==> src/rtl/uart_echo_engine.sv <==
// rtl/uart_echo_engine.sv - RX-to-TX FIFO echo controller with run-time flush policy
// Optional statistics counters are built when UART_ECHO_STATS_EN is defined.
module uart_echo_engine #(
    parameter int DATA_WIDTH  = 8,
    parameter int LEVEL_WIDTH = 5,
    parameter int FLUSH_TICKS = 27000000,
    parameter int THRESHOLD   = 12,
    parameter int COUNT_WIDTH = 16
) (
    input  logic                   clk,
    input  logic                   rst,
    input  logic [1:0]             mode,
    input  logic [DATA_WIDTH-1:0]  rx_data,
    input  logic                   rx_empty,
    input  logic                   rx_full,
    input  logic [LEVEL_WIDTH-1:0] rx_level,
    output logic                   rx_read,
    output logic [DATA_WIDTH-1:0]  tx_data,
    output logic                   tx_write,
    input  logic                   tx_full,
    output logic                   busy,
    output logic                   flush_tick,
    output logic [COUNT_WIDTH-1:0] echo_count,
    output logic [COUNT_WIDTH-1:0] flush_count
);
    localparam int                TICK_W      = $clog2(FLUSH_TICKS);
    localparam logic [TICK_W-1:0] TICK_RELOAD = TICK_W'(FLUSH_TICKS - 1);

    localparam logic [1:0] MODE_IMMEDIATE = 2'd0;
    localparam logic [1:0] MODE_TIMED     = 2'd1;
    localparam logic [1:0] MODE_THRESHOLD = 2'd2;
    localparam logic [1:0] MODE_OFF       = 2'd3;

    typedef enum logic [1:0] {
        S_IDLE  = 2'd0,
        S_DRAIN = 2'd1,
        S_GAP   = 2'd2
    } state_t;

    state_t            state_q, state_d;
    logic              strobe_q, strobe_d;
    logic [TICK_W-1:0] tick_q, tick_d;
    logic              start;

    assign flush_tick = (tick_q == '0);
    assign tick_d     = flush_tick ? TICK_RELOAD : tick_q - TICK_W'(1);

    always_comb begin
        start = 1'b0;
        case (mode)
            MODE_IMMEDIATE: start = !rx_empty;
            MODE_TIMED:     start = (flush_tick && !rx_empty) || rx_full;
            MODE_THRESHOLD: start = (rx_level >= LEVEL_WIDTH'(THRESHOLD)) || rx_full
                                    || (flush_tick && !rx_empty);
            default:        start = 1'b0;
        endcase
    end

    // The strobe is decided in DRAIN and presented during GAP, so the FIFO
    // flags have a full cycle to settle before the next DRAIN evaluation.
    always_comb begin
        state_d  = state_q;
        strobe_d = 1'b0;
        case (state_q)
            S_IDLE: begin
                if (start) state_d = S_DRAIN;
            end
            S_DRAIN: begin
                if (!rx_empty && !tx_full && mode != MODE_OFF) begin
                    strobe_d = 1'b1;
                    state_d  = S_GAP;
                end else if (rx_empty || mode == MODE_OFF) begin
                    state_d = S_IDLE;
                end
            end
            S_GAP:   state_d = S_DRAIN;
            default: state_d = S_IDLE;
        endcase
    end

    always_ff @(posedge clk) begin
        if (rst) begin
            state_q  <= S_IDLE;
            strobe_q <= 1'b0;
            tick_q   <= TICK_RELOAD;
        end else begin
            state_q  <= state_d;
            strobe_q <= strobe_d;
            tick_q   <= tick_d;
        end
    end

    assign rx_read  = strobe_q;
    assign tx_write = strobe_q;
    assign tx_data  = rx_data;
    assign busy     = (state_q != S_IDLE);

`ifdef UART_ECHO_STATS_EN
    logic [COUNT_WIDTH-1:0] echo_q, echo_d;
    logic [COUNT_WIDTH-1:0] flush_q, flush_d;

    always_comb begin
        echo_d  = echo_q;
        flush_d = flush_q;
        if (strobe_q && echo_q != '1) echo_d = echo_q + COUNT_WIDTH'(1);
        if (state_q == S_IDLE && state_d == S_DRAIN) flush_d = flush_q + COUNT_WIDTH'(1);
    end

    always_ff @(posedge clk) begin
        if (rst) begin
            echo_q  <= '0;
            flush_q <= '0;
        end else begin
            echo_q  <= echo_d;
            flush_q <= flush_d;
        end
    end

    assign echo_count  = echo_q;
    assign flush_count = flush_q;
`else
    assign echo_count  = '0;
    assign flush_count = '0;
`endif
endmodule

==> config.mk <==
export PLATFORM = sky130hd
export DESIGN_NAME = uart_echo_engine
export DESIGN_NICKNAME = d
export VERILOG_FILES = /design/src/rtl/uart_echo_engine.sv
export SDC_FILE = /design/constraint.sdc
export NUM_CORES = 1
export LEC_CHECK = 0
export BUFFER_PORTS_ARGS = -buffer_cell sky130_fd_sc_hd__buf_2
export CAP_MARGIN = 0
export CORE_MARGIN = 3
export CORE_UTILIZATION = 44
export DETAILED_ROUTE_END_ITERATION = 16
export HOLD_SLACK_MARGIN = 0.05
export PLACE_DENSITY = 0.76
export SYNTH_ARGS = -nofsm -noshare
export SYNTH_HDL_FRONTEND = slang
export SYNTH_SLANG_ARGS = --single-unit
==> constraint.sdc <==
create_clock -name clk -period 2.1 [get_ports clk]
set_input_delay 0.315 -clock clk [delete_from_list [all_inputs] [get_ports clk]]
set_output_delay 0.315 -clock clk [all_outputs]
set_load 0.05 [all_outputs]
==> flow_metrics.env, run 1 <==
export IMPL_outcome="finished, violations left"
export IMPL_violations="setup timing"
export IMPL_io_buffers=13
export IMPL_hold_depth=2
export IMPL_finalHoldViolations=0
export IMPL_fin_ws_ns=-0.0460
export IMPL_max_freq_mhz=466
export IMPL_hpwl_mm=2.36
export IMPL_die_h_microns=68.4
export IMPL_yosysTopAreaCellShare_pct=32.7
export IMPL_grt_usage_pct=15.2
export IMPL_drv_cap=0
export IMPL_yosysWarnings=0
export IMPL_cts_tree="built"
export IMPL_synthCells=204
export IMPL_min_path_type="primary input to flip-flop"
export IMPL_htree_levels=1
export IMPL_vias=1404
export IMPL_cts_sinks=28
export IMPL_total_power_w=0.00104
export IMPL_yosys_top_cells_area="dfxtp_1, buf_4, or4_1"
export IMPL_min_from="tx_full"
export IMPL_crit_fanout=3
export IMPL_syn_area_sq_um=1710
export IMPL_path_class="flip-flop to output pin"
export IMPL_clock_root_buffer="clkbuf_8"
export IMPL_clk_path_buf_depth=2
export IMPL_p_leak_nw=0.783
export IMPL_area_growth_syn_to_layout_pct=12.0
export IMPL_start_util_pct=46.1
export IMPL_final_max_slew_viol_count=0
export IMPL_final_antenna_net_count=0
export IMPL_drc=0
export IMPL_grt_pass1_vias=1270
export IMPL_r2r_end="tick_q[20]$_SDFF_PP1_"
export IMPL_first_iter_violations=32
export IMPL_fp_row_count=22
export IMPL_rr_worst_depth=4
export IMPL_cp_slowest_cell="or4_4"
export IMPL_antenna_found_initial=0
export IMPL_core_area_sq_um=3720
export IMPL_ir_worst_vdd_mv=0.255
export IMPL_nNetsFinal=258
export IMPL_end_kind="output pin"
export IMPL_die_area_sq_um=4680
export IMPL_totalWireLength_mm=3.29
export IMPL_gp_congestion=0.834
export IMPL_path_cells="or4_4 -> buf_6 -> nor3_4 -> and4_1 -> buf_6"
export IMPL_worstPathRequired_ns=1.78
export IMPL_ys_ff_latch=28
export IMPL_grt_pass1_wl_mm=5.40
export IMPL_setup_viol=2
export IMPL_yosysTopAreaCell="dfxtp_1"
export IMPL_fin_skew_ns=0.00859
export IMPL_grt_max_degree=15
export IMPL_drtPass1Iterations=4
export IMPL_wl_per_cell_microns=11.8
export IMPL_rrSetupSlack_ns=-0.01
export IMPL_slowest_delay_ns=0.54
export IMPL_clk_latency_ns=0.27
export IMPL_rsz0062_at_grt="true"
export IMPL_fin_crit_ns=2.15
export IMPL_drive_gt1_share_pct=25.1
export IMPL_crit_top_cell="buf_6"
export IMPL_die_w_microns=68.4
export IMPL_yosysUniqueCellTypes=36
export IMPL_whs_endpoint="rx_read$_SDFF_PP0_"
export IMPL_diodes=0
export IMPL_power_density_nw_per_um2=540
export IMPL_finalCritPeriodShare_pct=102
export IMPL_r2r_start="tick_q[12]$_SDFF_PP1_"
export IMPL_pin_count=64
export IMPL_worstSetupStartpointType="flip-flop"
export IMPL_overflow=0
export IMPL_tns_ns=-0.0541
export IMPL_syn_area_per_cell_sq_um=8.40
export IMPL_arrival_ns=1.83
export IMPL_cts_buffers=3
export IMPL_fillerInstances=353
export IMPL_routed_via_density=5.03
export IMPL_cts_clk_slew_worst_paths_ns=0.09
export IMPL_ys_seq_area_share_pct=32.7
-- registers in the layout, summed over array words and instances (netlist names) --
| signal | cells |
|---|---|
| tick_q | 25 |
| state_q | 2 |
| rx_read | 1 |
-- cells by family after synthesis --
family          Yosys count  synth area share [%]
compound gates           23                  9.42
xor+xnor                 11                  5.62
fa+ha+maj                 5                  3.65
buf+inv                  58                  22.2
flops                    28                  32.7
other cells               1                 0.219
simple gates             78                  26.2
-- where the power goes --
| part | switching, W | internal, W | leakage, nW |
|---|---|---|---|
| sequential | 0.00000512 | 0.000539 | 0.227 |
| combinational | 0.000172 | 0.0000338 | 0.534 |
| clock | 0.000158 | 0.000129 | 0.0216 |
| total | 0.000335 | 0.000701 | 0.783 |
-- cells in the final DEF, fill, tap and decap left out, types with 4 or more instances in the layout --
master,synthesis,routed
a21oi_1,5,5
buf_2,1,12
buf_4,41,27
conb_1,1,32
dfxtp_1,28,25
ha_1,5,4
inv_1,10,8
nand2_1,14,14
nand3_1,11,11
nor2_1,10,10
nor3_1,6,5
nor4_1,5,4
o31ai_1,9,9
or3_1,7,7
or4_1,13,11
xnor2_1,5,5
xor2_1,6,6
-- worst max-delay path by stage --
stage,startpoint,end,depth (start not counted)
floorplan,tick_q[1]$_SDFF_PP1_,tick_q[20]$_SDFF_PP1_,8
global placement,tick_q[12]$_SDFF_PP1_,tick_q[20]$_SDFF_PP1_,4
detailed placement,tick_q[12]$_SDFF_PP1_,tick_q[20]$_SDFF_PP1_,4
CTS,tick_q[8]$_SDFF_PP0_,flush_tick,5
global route,tick_q[8]$_SDFF_PP0_,flush_tick,5
finish,tick_q[8]$_SDFF_PP0_,flush_tick,5
-- area by class of cell --
type / instances / area [sq um] / share of cell area, %
tap: 48 / 60.1 / 3.13
sequential: 28 / 564 / 29.4
multi-input combinational: 149 / 930 / 48.5
clock buffer: 3 / 41.3 / 2.15
inverter: 10 / 37.5 / 1.96
timing repair buffer: 41 / 285 / 14.9
-- metrics by stage --
step / area (sq um) / hold WS (ns) / std cells / worst slack (ns) / util, %
floorplan: 1850 / 0.386 / 235 / -0.161 / -
global placement: 1820 / 0.467 / 273 / -0.000599 / 48.9
detailed placement: 1820 / 0.490 / 273 / -0.00504 / 48.9
CTS: 1910 / 0.222 / 278 / -0.0561 / 51.4
global route: 1920 / 0.228 / 279 / -0.0891 / 51.6
finish: 1920 / 0.234 / 279 / -0.0460 / 51.6
-- critical path, delay by kind of cell (launching register included) --
kind	cells	cell delay, ns
buffers and inverters	2	0.31
flip-flops	1	0.33
AND/OR/NAND/NOR	3	0.91
-- layer usage --
metal | GRT usage [%] | part of all wire [%] | vias to the layer above
li1 | - | - | 707
met1 | 18.8 | 44 | 636
met2 | 25.1 | 48 | 52
met3 | 1.97 | 5.8 | 9
met4 | 8.68 | 2.6 | 0
met5 | 0 | 0 | -
-- cells in the mapped netlist, drive strengths merged --
| master | instances |
|---|---|
| dfxtp | 28 |
| and4 | 1 |
| ha | 5 |
| buf | 43 |
| nor4 | 5 |
| nor3 | 6 |
| conb | 1 |
| nor4b | 2 |
| or4 | 14 |
| clkbuf | 5 |
| o41ai | 1 |
| or2 | 1 |
| a31oi | 1 |
| o211ai | 1 |
| a21oi | 5 |
| or3b | 1 |
| xor2 | 6 |
| o31ai | 9 |
| nand2b | 1 |
| o21ai | 2 |
| nand4 | 1 |
| o2111ai | 1 |
| or3 | 7 |
| nand2 | 14 |
| or4b | 2 |
| nand4b | 1 |
| nand3 | 11 |
| a41o | 1 |
| nor2 | 10 |
| a41oi | 2 |
| and3 | 1 |
| xnor2 | 5 |
| inv | 10 |
-- repair_timing --
| item | CTS | global route |
|---|---|---|
| pin swaps | 0 | 0 |
| hold buffers | 0 | 0 |
| resized for setup | 9 | 0 |
| endpoints found under the setup margin | 4 | 4 |
| endpoints found under the hold margin | 0 | 0 |
| setup buffers | 2 | 1 |
Power figures use the tool's default switching activity.
==> run 2, diff against run 1 <==
--- a/config.mk
+++ b/config.mk
@@ -10,8 +10,11 @@
 export CORE_MARGIN = 3
 export CORE_UTILIZATION = 44
 export DETAILED_ROUTE_END_ITERATION = 16
+export GPL_ROUTABILITY_DRIVEN = 0
 export HOLD_SLACK_MARGIN = 0.05
 export PLACE_DENSITY = 0.76
+export SKIP_CTS_REPAIR_TIMING = 1
+export SKIP_LAST_GASP = 1
 export SYNTH_ARGS = -nofsm -noshare
 export SYNTH_HDL_FRONTEND = slang
 export SYNTH_SLANG_ARGS = --single-unit
==> flow_metrics.env, run 2 (synthesized netlist as in run 1, its figures left out) <==
export IMPL_outcome="finished, violations left"
export IMPL_violations="setup timing"
export IMPL_cts_tree="built"
export IMPL_power_density_nw_per_um2=546
export IMPL_path_class="flip-flop to output pin"
export IMPL_fin_ws_ns=-0.0828
export IMPL_vias=1384
export IMPL_final_cell_mix="conb_1, buf_4, dfxtp_1"
export IMPL_dpl_worst_slack_ns=-0.00504
export IMPL_area_growth_syn_to_layout_pct=10.8
export IMPL_overflow=0
export IMPL_antenna_found_initial=0
export IMPL_drv_cap=0
export IMPL_fp_row_count=22
export IMPL_p_leak_nw=0.771
export IMPL_drtPass1Iterations=4
export IMPL_die_w_microns=68.4
export IMPL_pin_count=64
export IMPL_top_register="tick_q"
export IMPL_cts_sinks=28
export IMPL_finalHoldViolations=0
export IMPL_drc=0
export IMPL_clock_root_buffer="clkbuf_8"
export IMPL_layout_commonest_cell="conb_1"
export IMPL_hpwl_mm=2.36
export IMPL_fillerInstances=360
export IMPL_slowest_delay_ns=0.55
export IMPL_setup_viol=2
export IMPL_grt_usage_pct=14.3
export IMPL_grt_pass1_wl_mm=5.10
export IMPL_clk_latency_ns=0.28
export IMPL_finalCritPeriodShare_pct=104
export IMPL_clk_path_buf_depth=2
export IMPL_wl_per_cell_microns=11.5
export IMPL_final_max_slew_viol_count=0
export IMPL_fin_crit_ns=2.18
export IMPL_die_h_microns=68.4
export IMPL_io_buffers=13
export IMPL_diodes=0
export IMPL_die_area_sq_um=4680
export IMPL_crit_fanout=3
export IMPL_whs_ns=0.233
export IMPL_worstPathRequired_ns=1.78
export IMPL_totalWireLength_mm=3.20
export IMPL_place_inst=273
export IMPL_arrival_ns=1.87
export IMPL_worstSetupStartpointType="flip-flop"
export IMPL_end_kind="output pin"
export IMPL_largest_register_ffs=25
export IMPL_drive_gt1_share_pct=24.0
export IMPL_routed_via_density=5.00
export IMPL_path_cells="or4_4 -> buf_4 -> nor3_4 -> and4_1 -> buf_6"
export IMPL_grt_pass1_vias=1201
export IMPL_fin_skew_ns=0.00839
export IMPL_rsz0062_at_grt="true"
export IMPL_min_path_type="primary input to flip-flop"
export IMPL_start_util_pct=46.1
export IMPL_grt_max_degree=15
export IMPL_total_power_w=0.00104
export IMPL_max_freq_mhz=458
export IMPL_final_antenna_net_count=0
export IMPL_core_area_sq_um=3720
export IMPL_ir_worst_vdd_mv=0.255
export IMPL_nNetsFinal=256
export IMPL_first_iter_violations=35
export IMPL_postLayoutCellArea_sq_um=1900
export IMPL_cts_clk_slew_worst_paths_ns=0.09
export IMPL_cp_slowest_cell="or4_4"
export IMPL_htree_levels=1
export IMPL_stdcell_count=277
export IMPL_dpl_cell_area_sq_um=1820
export IMPL_cts_buffers=3
## run 2: per-layer routing
metal / track usage, % / wire length, microns / vias to the layer above
met5: 0 / 0 / -
met4: 8.19 / 76 / 0
met3: 1.97 / 189 / 7
met2: 23.2 / 1490 / 49
met1: 18.0 / 1450 / 627
li1: - / - / 701
## run 2: power breakdown
| part | internal (W) | switching, W |
|---|---|---|
| Sequential | 0.000539 | 0.00000511 |
| Clock | 0.000129 | 0.000159 |
| Combinational | 0.0000338 | 0.000172 |
## run 2: final cells by class
cell class	count	area, sq um	share of cell area [%]
Clock buffer	3	41.3	2.18
Timing Repair Buffer	39	267	14.0
Inverter	10	37.5	1.98
Sequential cell	28	563	29.7
Tap cell	48	60.1	3.16
Multi-Input combinational cell	149	930	49.0
## run 2: path summary, 6_finish.rpt
check	startpoint	to	slack, ns	cells after the start
setup / recovery	tick_q[8]$_SDFF_PP0_	flush_tick	-0.08	5
hold / removal	tx_full	rx_read$_SDFF_PP0_	0.23	2
setup reg to reg	tick_q[12]$_SDFF_PP1_	tick_q[20]$_SDFF_PP1_	0	4
hold reg to reg	tick_q[8]$_SDFF_PP0_	tick_q[8]$_SDFF_PP0_	0.51	2
## run 2: per-stage QoR
step	TNS (ns)	util [%]
2_1_floorplan	-0.430	-
3_3_place_gp	-0.000693	48.9
3_5_place_dp	-0.00504	48.9
4_1_cts	-0.360	50.0
5_1_grt	-0.294	51.1
6_report	-0.0848	51.1
## run 2: worst max-delay path, delay by kind of cell (launching register included)
kind                   cells  cell delay (ns)
buffers and inverters      2             0.34
AND/OR/NAND/NOR            3             0.92
flip-flops                 1             0.34
